[config.mk]
export PLATFORM = sky130hd
export DESIGN_NAME = demux1x4_stream
export DESIGN_NICKNAME = d
export VERILOG_FILES = /design/src/rtl/demux_pkg.sv /design/src/rtl/demux_chan_fifo.sv /design/src/rtl/demux1x4_stream.sv
export SDC_FILE = /design/constraint.sdc
export NUM_CORES = 1
export LEC_CHECK = 0
export ABC_AREA = 1
export CAP_MARGIN = 30
export CORE_MARGIN = 5
export CORE_UTILIZATION = 57
export CTS_CLUSTER_DIAMETER = 120
export CTS_CLUSTER_SIZE = 24
export DETAILED_ROUTE_END_ITERATION = 7
export PLACE_DENSITY = 0.84
export SETUP_SLACK_MARGIN = 0.02
export SYNTH_ARGS = -nofsm -noshare
export SYNTH_HDL_FRONTEND = slang
export SYNTH_SLANG_ARGS = --single-unit
[constraint.sdc]
create_clock -name clk -period 2.89 [get_ports clk]
set_input_delay 0.578 -clock clk [delete_from_list [all_inputs] [get_ports clk]]
set_output_delay 0.578 -clock clk [all_outputs]
set_load 0.02 [all_outputs]
[src/rtl/demux_pkg.sv]
// Shared types and constants for the 1-to-4 stream demultiplexer.
// Optional feature macro used by this slice: DEMUX_STATS_EN (per-channel pop counters).
package demux_pkg;
  localparam int WIDTH_DEF  = 4;
  localparam int NCH        = 4;
  localparam int FIFO_DEPTH = 2;

  typedef logic [1:0]           chan_sel_t;
  typedef logic [WIDTH_DEF-1:0] word_t;
endpackage

[src/rtl/demux_chan_fifo.sv]
// One channel's 2-entry FIFO; head reads as 0 while empty so storage is never exposed.
module demux_chan_fifo #(
  parameter int WIDTH = 4
) (
  input  logic             clk,
  input  logic             rst,
  input  logic             push,
  input  logic [WIDTH-1:0] data,
  input  logic             pop,
  output logic [WIDTH-1:0] head,
  output logic             valid,
  output logic             full
);
  logic [WIDTH-1:0] mem [2];
  logic [1:0]       count;
  logic             wr_ptr;
  logic             rd_ptr;
  logic             do_push;
  logic             do_pop;

  assign valid   = (count != 2'd0);
  assign full    = (count == 2'd2);
  assign do_push = push && !full;
  assign do_pop  = pop && valid;
  assign head    = valid ? mem[rd_ptr] : '0;

  always_ff @(posedge clk or posedge rst) begin
    if (rst) begin
      count  <= 2'd0;
      wr_ptr <= 1'b0;
      rd_ptr <= 1'b0;
    end else begin
      if (do_push) wr_ptr <= ~wr_ptr;
      if (do_pop)  rd_ptr <= ~rd_ptr;
      case ({do_push, do_pop})
        2'b10:   count <= count + 2'd1;
        2'b01:   count <= count - 2'd1;
        default: count <= count;
      endcase
    end
  end

  // Storage carries no reset: it is only observable through head, which is masked by valid.
  always_ff @(posedge clk) begin
    if (do_push) mem[wr_ptr] <= data;
  end
endmodule

[src/rtl/demux1x4_stream.sv]
// Registered 1-to-4 demultiplexer: routes each accepted word into a per-channel 2-entry FIFO.
// Define DEMUX_STATS_EN to add per-channel 8-bit delivered counters on stat_cnt.
module demux1x4_stream
  import demux_pkg::*;
#(
  parameter int WIDTH = WIDTH_DEF,
  parameter int DEPTH = FIFO_DEPTH
) (
  input  logic                 clk,
  input  logic                 rst,
  input  logic [WIDTH-1:0]     in_data,
  input  chan_sel_t            in_sel,
  input  logic                 in_valid,
  output logic                 in_ready,
  output logic [NCH*WIDTH-1:0] out_data,
  output logic [NCH-1:0]       out_valid,
  input  logic [NCH-1:0]       out_ready
`ifdef DEMUX_STATS_EN
  ,
  output logic [8*NCH-1:0]     stat_cnt
`endif
);
  logic [NCH-1:0] push;
  logic [NCH-1:0] pop;
  logic [NCH-1:0] full;

  if (DEPTH != FIFO_DEPTH) begin : g_bad_depth
    $error("demux1x4_stream supports only DEPTH == 2");
  end

  // in_ready looks only at registered fullness, so no path exists from out_ready.
  assign in_ready = !full[in_sel];
  assign pop      = out_valid & out_ready;

  for (genvar k = 0; k < NCH; k++) begin : g_chan
    assign push[k] = in_valid && in_ready && (in_sel == chan_sel_t'(k));

    demux_chan_fifo #(
      .WIDTH(WIDTH)
    ) u_fifo (
      .clk   (clk),
      .rst   (rst),
      .push  (push[k]),
      .data  (in_data),
      .pop   (pop[k]),
      .head  (out_data[k*WIDTH +: WIDTH]),
      .valid (out_valid[k]),
      .full  (full[k])
    );
  end

`ifdef DEMUX_STATS_EN
  logic [NCH-1:0][7:0] stat_q;

  always_ff @(posedge clk or posedge rst) begin
    if (rst) begin
      stat_q <= '0;
    end else begin
      for (int k = 0; k < NCH; k++) begin
        if (pop[k]) stat_q[k] <= stat_q[k] + 8'd1;
      end
    end
  end

  assign stat_cnt = stat_q;
`endif
endmodule

==> impl_metrics.ini, run 1 <==
[drt]
vias = 1413
wl_per_cell_um = 13.3
dr.first_iter.drc_count = 67
drtPass1Iterations = 4
remaining_drc_errors = 0
ant_nets = 0
viasPerCell = 5.03
routed_wl_um = 3730

[clock_tree]
cts.reportedPaths.clkPinSlew_ns = 0.07
clockRootBuffer = clkbuf_8
insertion_delay_ns = 0.29
h-tree-depth = 2
cts_buffers = 5
cts_resized = 0
cts_tree = built
max-clock-path-buffers = 2
hold_buffers = 0
cts_setup_buffers = 0
clock_sinks = 48

[worst_setup_path]
arrival_ns = 2.12
worstSetupStartpointType = primary input
cpPeakStageDelay_ns = 0.55
worst_r2r_path_depth = 11
r2r_end = g_chan[1].u_fifo.count[1]
worstPathCellList = clkdlybuf4s50_1 -> inv_1 -> nor2_2 -> nand2_1 -> nand2_2 -> nor2_8 -> clkdlybuf4s50_1
crit_type = primary input to output port
critPathCaptureType = output port
worst_ep_required_time_ns = 2.31
r2r_start = g_chan[1].u_fifo.count[1]
crit_fanout = 4
r2r_slack_ns = 0.95
crit_start = in_sel[0]
cp_slowest_cell = clkdlybuf4s50_1
path_common_cell = clkdlybuf4s50_1

[logic_synthesis]
synthFlopType = edfxtp_1
synth_compound_gate_area_share_pct = 5.66
synthAdderAreaFrac_pct = 2.36
synth_top_cell_area_share_pct = 45.3
postSynthAreaPerCell_um2 = 10.8
synth.most_common_cell = nand2_1
netlist-cell-type-count = 17
synth_edf_count = 32
synth-simple-area-share_pct = 16.3
ys_async_sr_fraction_pct = 33.3
synthTopCellsByArea = edfxtp_1, dfrtp_1, nand2_1
synth_area_um2 = 2120
synthMuxAreaShare_pct = 0
synth_commonest_cells = nand2_1, edfxtp_1, inv_1, a21oi_1, dfrtp_1
synthCells = 196
synth_top_family_by_area = simple AND/OR/NAND/NOR gates
synth_largest_area_cell = edfxtp_1
synth_xor_area_share_pct = 4.95
syn_nets = 213
ys_ff_latch = 48
ys_warn_count = 0
seq_area_frac_synth_pct = 64.2

[place]
dp_hpwl_um = 2800
gp_congestion = 0.778
place_inst = 273
port_buffers = 33

[sta]
fmax_ghz = 0.370
min_period_ns = 2.70
maxSlewViolCount = 0
relSlewSlack_pct = 56.0
worst_pin_slew_ns = 0.659
finalHoldViolCount = 0
rsz0062_at_grt = no
tns_ns = 0
setup_violations = 0
fin_crit_sh_pct = 93.5
skew_ns = 0.00726

[power]
total_leakage_power_nw = 1.09
p_per_area_nw_per_um2 = 973
finalPower_mw = 2.50
ir_drop_uv = 544

[final_layout]
antennaDiodeCount = 0
drive_gt1_share_pct = 6.87
layout.nets = 249
fill_cells = 278
finalNonFillerCells = 281
fin_util_pct = 70.6
syn2layout_area_growth_pct = 20.9

[min_path]
worstHoldPathType = flip-flop to flip-flop
whs_path_depth = 2
hold-path-endpoint = g_chan[3].u_fifo.wr_ptr
holdCritStartpoint = g_chan[3].u_fifo.wr_ptr

[global_routing]
grt_pass1_wl_um = 6100
grt-ovfl-total = 0
use_met2_pct = 27.8
use_met3_pct = 3.84
busiest_layer = met2
grt_pass1_vias = 1353
antenna_found_initial = 0
grt.total_usage_pct = 16.1
grt_max_degree = 17
groute.layer.met1.usage_pct = 19.2

[die]
core_region_area_um2 = 3630
ioPinCount = 34
die_w_um = 71.0
die-area_um2 = 5040
start_util_pct = 58.4
row_count = 22
die_h_um = 71.0

[flow_run]
drv_cap = 0

[outcome]
status = complete, no violations
-- cell families after synthesis --
logic type | after synthesis
buf+inv | 33
compound gates | 24
fa+ha+maj | 4
flops | 48
simple gates | 75
xor+xnor | 12
-- final cells by class --
| type | count | area, um2 | area share, % |
|---|---|---|---|
| inverters | 28 | 105 | 4.10 |
| flip-flops and latches | 48 | 1360 | 53.1 |
| clock buffers | 7 | 76.3 | 2.98 |
| repair buffers | 34 | 338 | 13.2 |
| multi-input cells | 115 | 621 | 24.2 |
| clock inverters | 1 | 3.75 | 0.146 |
| well taps | 48 | 60.1 | 2.34 |
-- through the flow --
stage	worst slack [ns]	instance area, um2	hold WS (ns)
detailed placement	0.180	2480	0.459
floorplan	0.988	2120	0.442
finish	0.189	2560	0.481
global placement	0.222	2480	0.453
global route	0.0965	2560	0.510
CTS	0.176	2560	0.478
-- per-layer routing --
metal,up-vias,wire (um)
met5,-,0
met4,0,74
met3,7,217
met2,41,1870
met1,664,1560
li1,701,-
-- power breakdown --
part	switching [mW]	total [mW]	internal, mW
Combinational	0.641	1.14	0.495
Sequential	0.114	1.00	0.886
Clock	0.191	0.359	0.168
-- flip-flops by register name (all words and copies together), names as in the netlist --
name                  cells
g_chan.u_fifo.wr_ptr      4
g_chan.u_fifo.mem        32
g_chan.u_fifo.count       8
g_chan.u_fifo.rd_ptr      4
-- worst max-delay path, delay by kind of cell --
kind | cells | cell delay (ns)
AND/OR/NAND/NOR | 4 | 0.38
buffers and inverters | 3 | 1.16
-- how the worst max path moves through the flow --
| stage | end | slack, ns | cells after the start |
|---|---|---|---|
| final | in_ready | 0.19 | 7 |
| after floorplan | g_chan[2].u_fifo.count[1] | 0.99 | 10 |
| after CTS | in_ready | 0.18 | 7 |
| after global routing | in_ready | 0.1 | 7 |
| after global placement | in_ready | 0.22 | 7 |
| after detailed placement | in_ready | 0.18 | 7 |
-- placed cells by master, fill, tap and decap left out --
cell,synthesis,layout
nor2_1,12,12
nand2_2,2,2
clkdlybuf4s50_1,0,33
o21ai_0,4,4
xor2_1,8,8
ha_1,4,4
nor2_2,3,3
a21oi_1,20,20
buf_4,4,1
nand2_1,49,49
clkinv_1,0,1
inv_1,28,28
dfrtp_1,16,16
clkbuf_1,0,2
clkbuf_8,0,5
nand4_1,4,4
nand3_2,4,4
edfxtp_1,32,32
xnor2_1,4,4
nor2_8,1,1
Power figures use the tool's default switching activity.
==> inputs of run 2 (changes only) <==
--- a/config.mk
+++ b/config.mk
@@ -5,14 +5,14 @@
 export SDC_FILE = /design/constraint.sdc
 export NUM_CORES = 1
 export LEC_CHECK = 0
-export ABC_AREA = 1
+export ABC_AREA = 0
 export CAP_MARGIN = 30
 export CORE_MARGIN = 5
-export CORE_UTILIZATION = 57
+export CORE_UTILIZATION = 56
 export CTS_CLUSTER_DIAMETER = 120
 export CTS_CLUSTER_SIZE = 24
 export DETAILED_ROUTE_END_ITERATION = 7
-export PLACE_DENSITY = 0.84
+export PLACE_DENSITY = 0.83
 export SETUP_SLACK_MARGIN = 0.02
 export SYNTH_ARGS = -nofsm -noshare
 export SYNTH_HDL_FRONTEND = slang
==> run 2 against run 1 <==
Net effect:
- cell count fell by 18%
- register-to-register slack improved by 0.26 ns
- cell area fell by 2.3%
- critical path depth fell by 4
- setup slack got worse by 0.039 ns
- die area fell by 0.17%
- utilization fell by 1.7 points
- flip-flop and latch count did not move
- maximum frequency fell by 1.4%
- critical path type unchanged
- critical endpoint unchanged
- largest cell class unchanged
==> impl_metrics.ini, run 2 <==
[global_routing]
grt.total_usage_pct = 15.1
antenna_found_initial = 0
grt-ovfl-total = 0
grt_pass1_wl_um = 5770
grt_max_degree = 17
grt_pass1_vias = 1220

[drt]
drtPass1Iterations = 4
remaining_drc_errors = 0
wl_per_cell_um = 15.3
dr.first_iter.drc_count = 37
vias = 1148
viasPerCell = 4.97
routed_wl_um = 3530
ant_nets = 0

[final_layout]
layout.nets = 200
mostFrequentLayoutCells = clkdlybuf4s50_1, edfxtp_1, nor2_1
fill_cells = 276
fin_util_pct = 68.9
syn2layout_area_growth_pct = 20.4
top_register = g_chan.u_fifo.mem
drive_gt1_share_pct = 7.10
top_regs = g_chan.u_fifo.mem: 32 flops, g_chan.u_fifo.count: 8 flops
final_common_cell = clkdlybuf4s50_1
largest_reg_flops = 32
antennaDiodeCount = 0

[clock_tree]
cts_buffers = 5
insertion_delay_ns = 0.28
cts_resized = 0
h-tree-depth = 2
max-clock-path-buffers = 2
clock_sinks = 48
clockRootBuffer = clkbuf_8
hold_buffers = 0
cts.reportedPaths.clkPinSlew_ns = 0.08
cts_tree = built
cts_setup_buffers = 0

[sta]
setup_violations = 0
min_period_ns = 2.74
maxSlewViolCount = 0
tns_ns = 0
skew_ns = 0.00531
fin_crit_sh_pct = 94.8
finalHoldViolCount = 0
hold_ws_ns = 0.501
fmax_ghz = 0.365
worst_pin_slew_ns = 0.682
relSlewSlack_pct = 54.5
rsz0062_at_grt = no

[power]
p_per_area_nw_per_um2 = 989
finalPower_mw = 2.48
total_leakage_power_nw = 0.984
ir_drop_uv = 443

[logic_synthesis]
synth_largest_area_cell = edfxtp_1
synthCells = 150
synth.most_common_cell = edfxtp_1
ys_ff_latch = 48
synth_commonest_cells = edfxtp_1, nor2_1, dfrtp_1, mux2i_1, xnor2_1
ys_async_sr_fraction_pct = 33.3
synthFlopType = edfxtp_1
seq_area_frac_synth_pct = 65.4
synth_top_cell_area_share_pct = 46.2
postSynthAreaPerCell_um2 = 13.9
netlist-cell-type-count = 20
syn_nets = 167
synth_edf_count = 32
synthTopCellsByArea = edfxtp_1, dfrtp_1, mux2i_1
ys_warn_count = 0
synth_area_um2 = 2080

[outcome]
status = complete, no violations

[die]
start_util_pct = 57.3
die-area_um2 = 5030
core_region_area_um2 = 3630
die_w_um = 71.0
die_h_um = 71.0
ioPinCount = 34
row_count = 22

[worst_setup_path]
crit_type = primary input to output port
crit_fanout = 2
worstSetupStartpointType = primary input
critPathCaptureType = output port
arrival_ns = 2.16
worst_ep_required_time_ns = 2.31

[flow_run]
drv_cap = 0

[place]
port_buffers = 33
gp_congestion = 0.728
dp_hpwl_um = 2730

[min_path]
worstHoldPathType = flip-flop to flip-flop
==> run 2: layer usage <==
| metal | GRT usage (%) | vias up | share of wire, % |
|---|---|---|---|
| met5 | 0 | - | 0 |
| met4 | 4.38 | 0 | 0.68 |
| met3 | 4.26 | 2 | 3.7 |
| met2 | 27.6 | 18 | 55 |
| met1 | 17.3 | 562 | 41 |
| li1 | - | 566 | - |
==> run 2: power breakdown <==
part / switching [mW] / internal (mW) / total, mW / leakage [nW]
logic: 0.524 / 0.543 / 1.07 / 0.468
registers: 0.172 / 0.890 / 1.06 / 0.477
clock network: 0.189 / 0.160 / 0.349 / 0.0391
total: 0.885 / 1.59 / 2.48 / 0.984
==> run 2: critical path: stages <==
cell and delay [ns]:
clkdlybuf4s50_1 0.51, mux4_2 0.52, clkdlybuf4s50_1 0.56
==> run 2: logic make-up after synthesis <==
group | share of synthesized area [%]
XOR/XNOR | 8.42
adder cells (fa/ha/maj) | 2.41
buffers and inverters | 3.85
flip-flops | 65.4
multiplexers | 8.78
AND/OR/NAND/NOR | 11.1
==> run 2: cell type report <==
type	instances	area, um2	area share (%)
Clock buffer	5	68.8	2.75
Clock inverter	2	7.51	0.300
Inverter	8	30.0	1.20
Multi-Input combinational cell	86	639	25.5
Sequential cell	48	1360	54.3
Tap cell	48	60.1	2.40
Timing Repair Buffer	34	338	13.5
==> run 2: worst paths after layout <==
kind | endpoint | cells past startpoint | slack (ns) | start
worst max-delay path | in_ready | 3 | 0.15 | in_sel[1]
worst min-delay path | g_chan[0].u_fifo.wr_ptr | 1 | 0.50 | g_chan[0].u_fifo.wr_ptr
worst max register to register | g_chan[3].u_fifo.count[1] | 5 | 1.21 | g_chan[3].u_fifo.count[0]
worst min register to register | g_chan[0].u_fifo.wr_ptr | 1 | 0.50 | g_chan[0].u_fifo.wr_ptr
max in group asynchronous | g_chan[1].u_fifo.count[0] | 2 | 1.76 | rst
min in group asynchronous | g_chan[0].u_fifo.count[1] | 2 | 0.69 | rst
==> run 2: metrics by stage <==
stage	area [um2]	instances	worst slack, ns
global route	2500	231	0.121
detailed placement	2430	224	0.140
CTS	2500	231	0.140
global placement	2430	224	0.149
finish	2500	231	0.150
floorplan	2080	150	1.19
==> inputs of run 3 (changes only) <==
--- a/config.mk
+++ b/config.mk
@@ -8,11 +8,11 @@
 export ABC_AREA = 0
 export CAP_MARGIN = 30
 export CORE_MARGIN = 5
-export CORE_UTILIZATION = 56
+export CORE_UTILIZATION = 47
 export CTS_CLUSTER_DIAMETER = 120
 export CTS_CLUSTER_SIZE = 24
 export DETAILED_ROUTE_END_ITERATION = 7
-export PLACE_DENSITY = 0.83
+export PLACE_DENSITY = 0.74
 export SETUP_SLACK_MARGIN = 0.02
 export SYNTH_ARGS = -nofsm -noshare
 export SYNTH_HDL_FRONTEND = slang
==> constraint.sdc (replaced) <==
create_clock -name clk -period 2.2 [get_ports clk]
set_input_delay 0.44 -clock clk [delete_from_list [all_inputs] [get_ports clk]]
set_output_delay 0.44 -clock clk [all_outputs]
set_load 0.02 [all_outputs]
==> run 3 against run 2 <==
Net effect:
- flip-flop and latch count is the same
- total power grew 34%
- largest power group unchanged
- via count grew 1.5%
- sequential power grew 31%
- die area grew 16%
- largest cell class unchanged
- register-to-register slack lost 0.60 ns
- clock skew grew 0.0032 ns
- sequential share of layout area shrank 0.99 points
==> impl_metrics.ini, run 3 (synthesized netlist as in run 2, its figures left out) <==
[flow_run]
drv_cap = 0

[clock_tree]
cts_setup_buffers = 0
hold_buffers = 0
h-tree-depth = 2
insertion_delay_ns = 0.29
max-clock-path-buffers = 2
clockRootBuffer = clkbuf_8
cts_tree = built
cts_buffers = 5
clock_sinks = 48
cts.reportedPaths.clkPinSlew_ns = 0.08

[place]
gp_congestion = 0.779
dp_hpwl_um = 2800
detailedPlace.worstSlack_ns = -0.281
port_buffers = 33

[sta]
tns_ns = 0
rsz0062_at_grt = yes
fmax_ghz = 0.482
setup_ws_ns = 0.126
skew_ns = 0.00854
finalHoldViolCount = 0
min_period_ns = 2.07
fin_crit_sh_pct = 94.3
worst_pin_slew_ns = 0.651
relSlewSlack_pct = 56.6
maxSlewViolCount = 0
setup_violations = 0

[worst_setup_path]
crit_type = primary input to output port
crit_fanout = 2
arrival_ns = 1.63
crit_family = buffers and inverters
worst_ep_required_time_ns = 1.76
r2r_slack_ns = 0.61
worstPathCellList = clkdlybuf4s50_1 -> mux4_2 -> buf_2
worst-path-buf-inv = 2
cpPeakStageDelay_ns = 0.52
critPathCaptureType = output port
worstSetupStartpointType = primary input
cp_slowest_cell = mux4_2

[power]
switching_share_pct = 36.1
p_per_area_nw_per_um2 = 1310
ir_drop_uv = 510
finalPower_mw = 3.33
p_clk_share_pct = 14.7
intPower_mw = 2.13
power_frac_comb_pct = 43.7
seqPwrFrac_pct = 41.7
switching_power_mw = 1.20
total_leakage_power_nw = 1.00

[final_layout]
largest_reg_flops = 32
multi_input_area_um2 = 659
antennaDiodeCount = 0
register_area_um2 = 1360
final_common_cell = edfxtp_1
top_regs = g_chan.u_fifo.mem: 32 flops, g_chan.u_fifo.count: 8 flops
drive_gt1_share_pct = 11.8
fill_cells = 349
layout.nets = 203
syn2layout_area_growth_pct = 22.6
top_register = g_chan.u_fifo.mem
mostFrequentLayoutCells = edfxtp_1, clkdlybuf4s50_1, nor2_1

[drt]
routed_wl_um = 3650
viasPerCell = 4.87
remaining_drc_errors = 0
vias = 1165
ant_nets = 0
dr.first_iter.drc_count = 49
wl_per_cell_um = 15.3
drtPass1Iterations = 4

[global_routing]
grt.total_usage_pct = 14.1
grt_max_degree = 17
grt-ovfl-total = 0
grt_pass1_vias = 1327
grt_pass1_wl_um = 6400
antenna_found_initial = 0

[die]
start_util_pct = 48.1
die-area_um2 = 5860
ioPinCount = 34
die_h_um = 76.5
die_w_um = 76.5
core_region_area_um2 = 4320
row_count = 24

[min_path]
worstHoldPathType = flip-flop to flip-flop

[outcome]
status = complete, no violations
==> run 3: cell count changes in the layout (fill, tap and decap cells not counted) <==
cell,previous run,this run
nor2_4,0,2
dlygate4sd2_1,0,1
nor2_2,0,2
clkdlybuf4s50_1,33,31
buf_4,1,4
clkinv_2,0,1
clkinv_1,2,0
clkbuf_1,0,2
nor2_1,31,27
buf_2,0,1
==> run 3: worst paths after layout <==
path / cells after the start / end / startpoint
setup / recovery: 3 / in_ready / in_sel[1]
hold / removal: 1 / g_chan[0].u_fifo.wr_ptr / g_chan[0].u_fifo.wr_ptr
setup reg to reg: 5 / g_chan[3].u_fifo.count[1] / g_chan[3].u_fifo.count[1]
hold reg to reg: 1 / g_chan[0].u_fifo.wr_ptr / g_chan[0].u_fifo.wr_ptr
max in group asynchronous: 2 / g_chan[1].u_fifo.rd_ptr / rst
min in group asynchronous: 2 / g_chan[2].u_fifo.rd_ptr / rst
==> run 3: cell type report <==
type / instances / area share [%]
clock inverter: 1 / 0.196
clock buffer: 7 / 2.99
sequential: 48 / 53.4
timing repair buffer: 37 / 13.9
tap: 52 / 2.55
multi-input combinational: 86 / 25.8
inverter: 8 / 1.18
==> run 3: per-layer routing <==
| metal | part of all wire [%] | routed length, um | GRT usage (%) |
|---|---|---|---|
| met5 | 0 | 0 | 0 |
| met4 | 1.2 | 44 | 4.20 |
| met3 | 3.6 | 133 | 3.78 |
| met2 | 55 | 2010 | 26.0 |
| met1 | 40 | 1470 | 15.6 |
==> run 3: power by group through the flow <==
stage / clock (mW) / combinational, mW / sequential (mW)
after CTS: 0.503 / 1.47 / 1.38
after floorplan: 0 / 1.04 / 1.30
after global placement: 0 / 1.41 / 1.38
after global routing: 0.543 / 1.59 / 1.42
after detailed placement: 0 / 1.47 / 1.40
final: 0.488 / 1.45 / 1.39
==> run 3: metrics by stage <==
stage	cell area [um2]	std cells	hold slack, ns	utilization (%)
finish	2550	239	0.496	59.0
global route	2550	239	0.527	59.0
CTS	2540	239	0.492	58.7
detailed placement	2460	231	0.477	56.8
global placement	2460	231	0.476	56.8
floorplan	2080	150	0.354	-
==> run 3: worst register-to-register path: cells and delay by family, from the launching register on <==
family,cells,cell delay (ns)
flip-flops,1,0.44
AND/OR/NAND/NOR,3,0.53
adder cells (fa/ha/maj),1,0.40
XOR/XNOR,1,0.15
==> run 3: what timing repair did <==
| action | 4_1_cts | 5_1_grt |
|---|---|---|
| gates resized for setup | 8 | 3 |
| pin swaps | 0 | 0 |
| setup endpoints to repair | 12 | 14 |
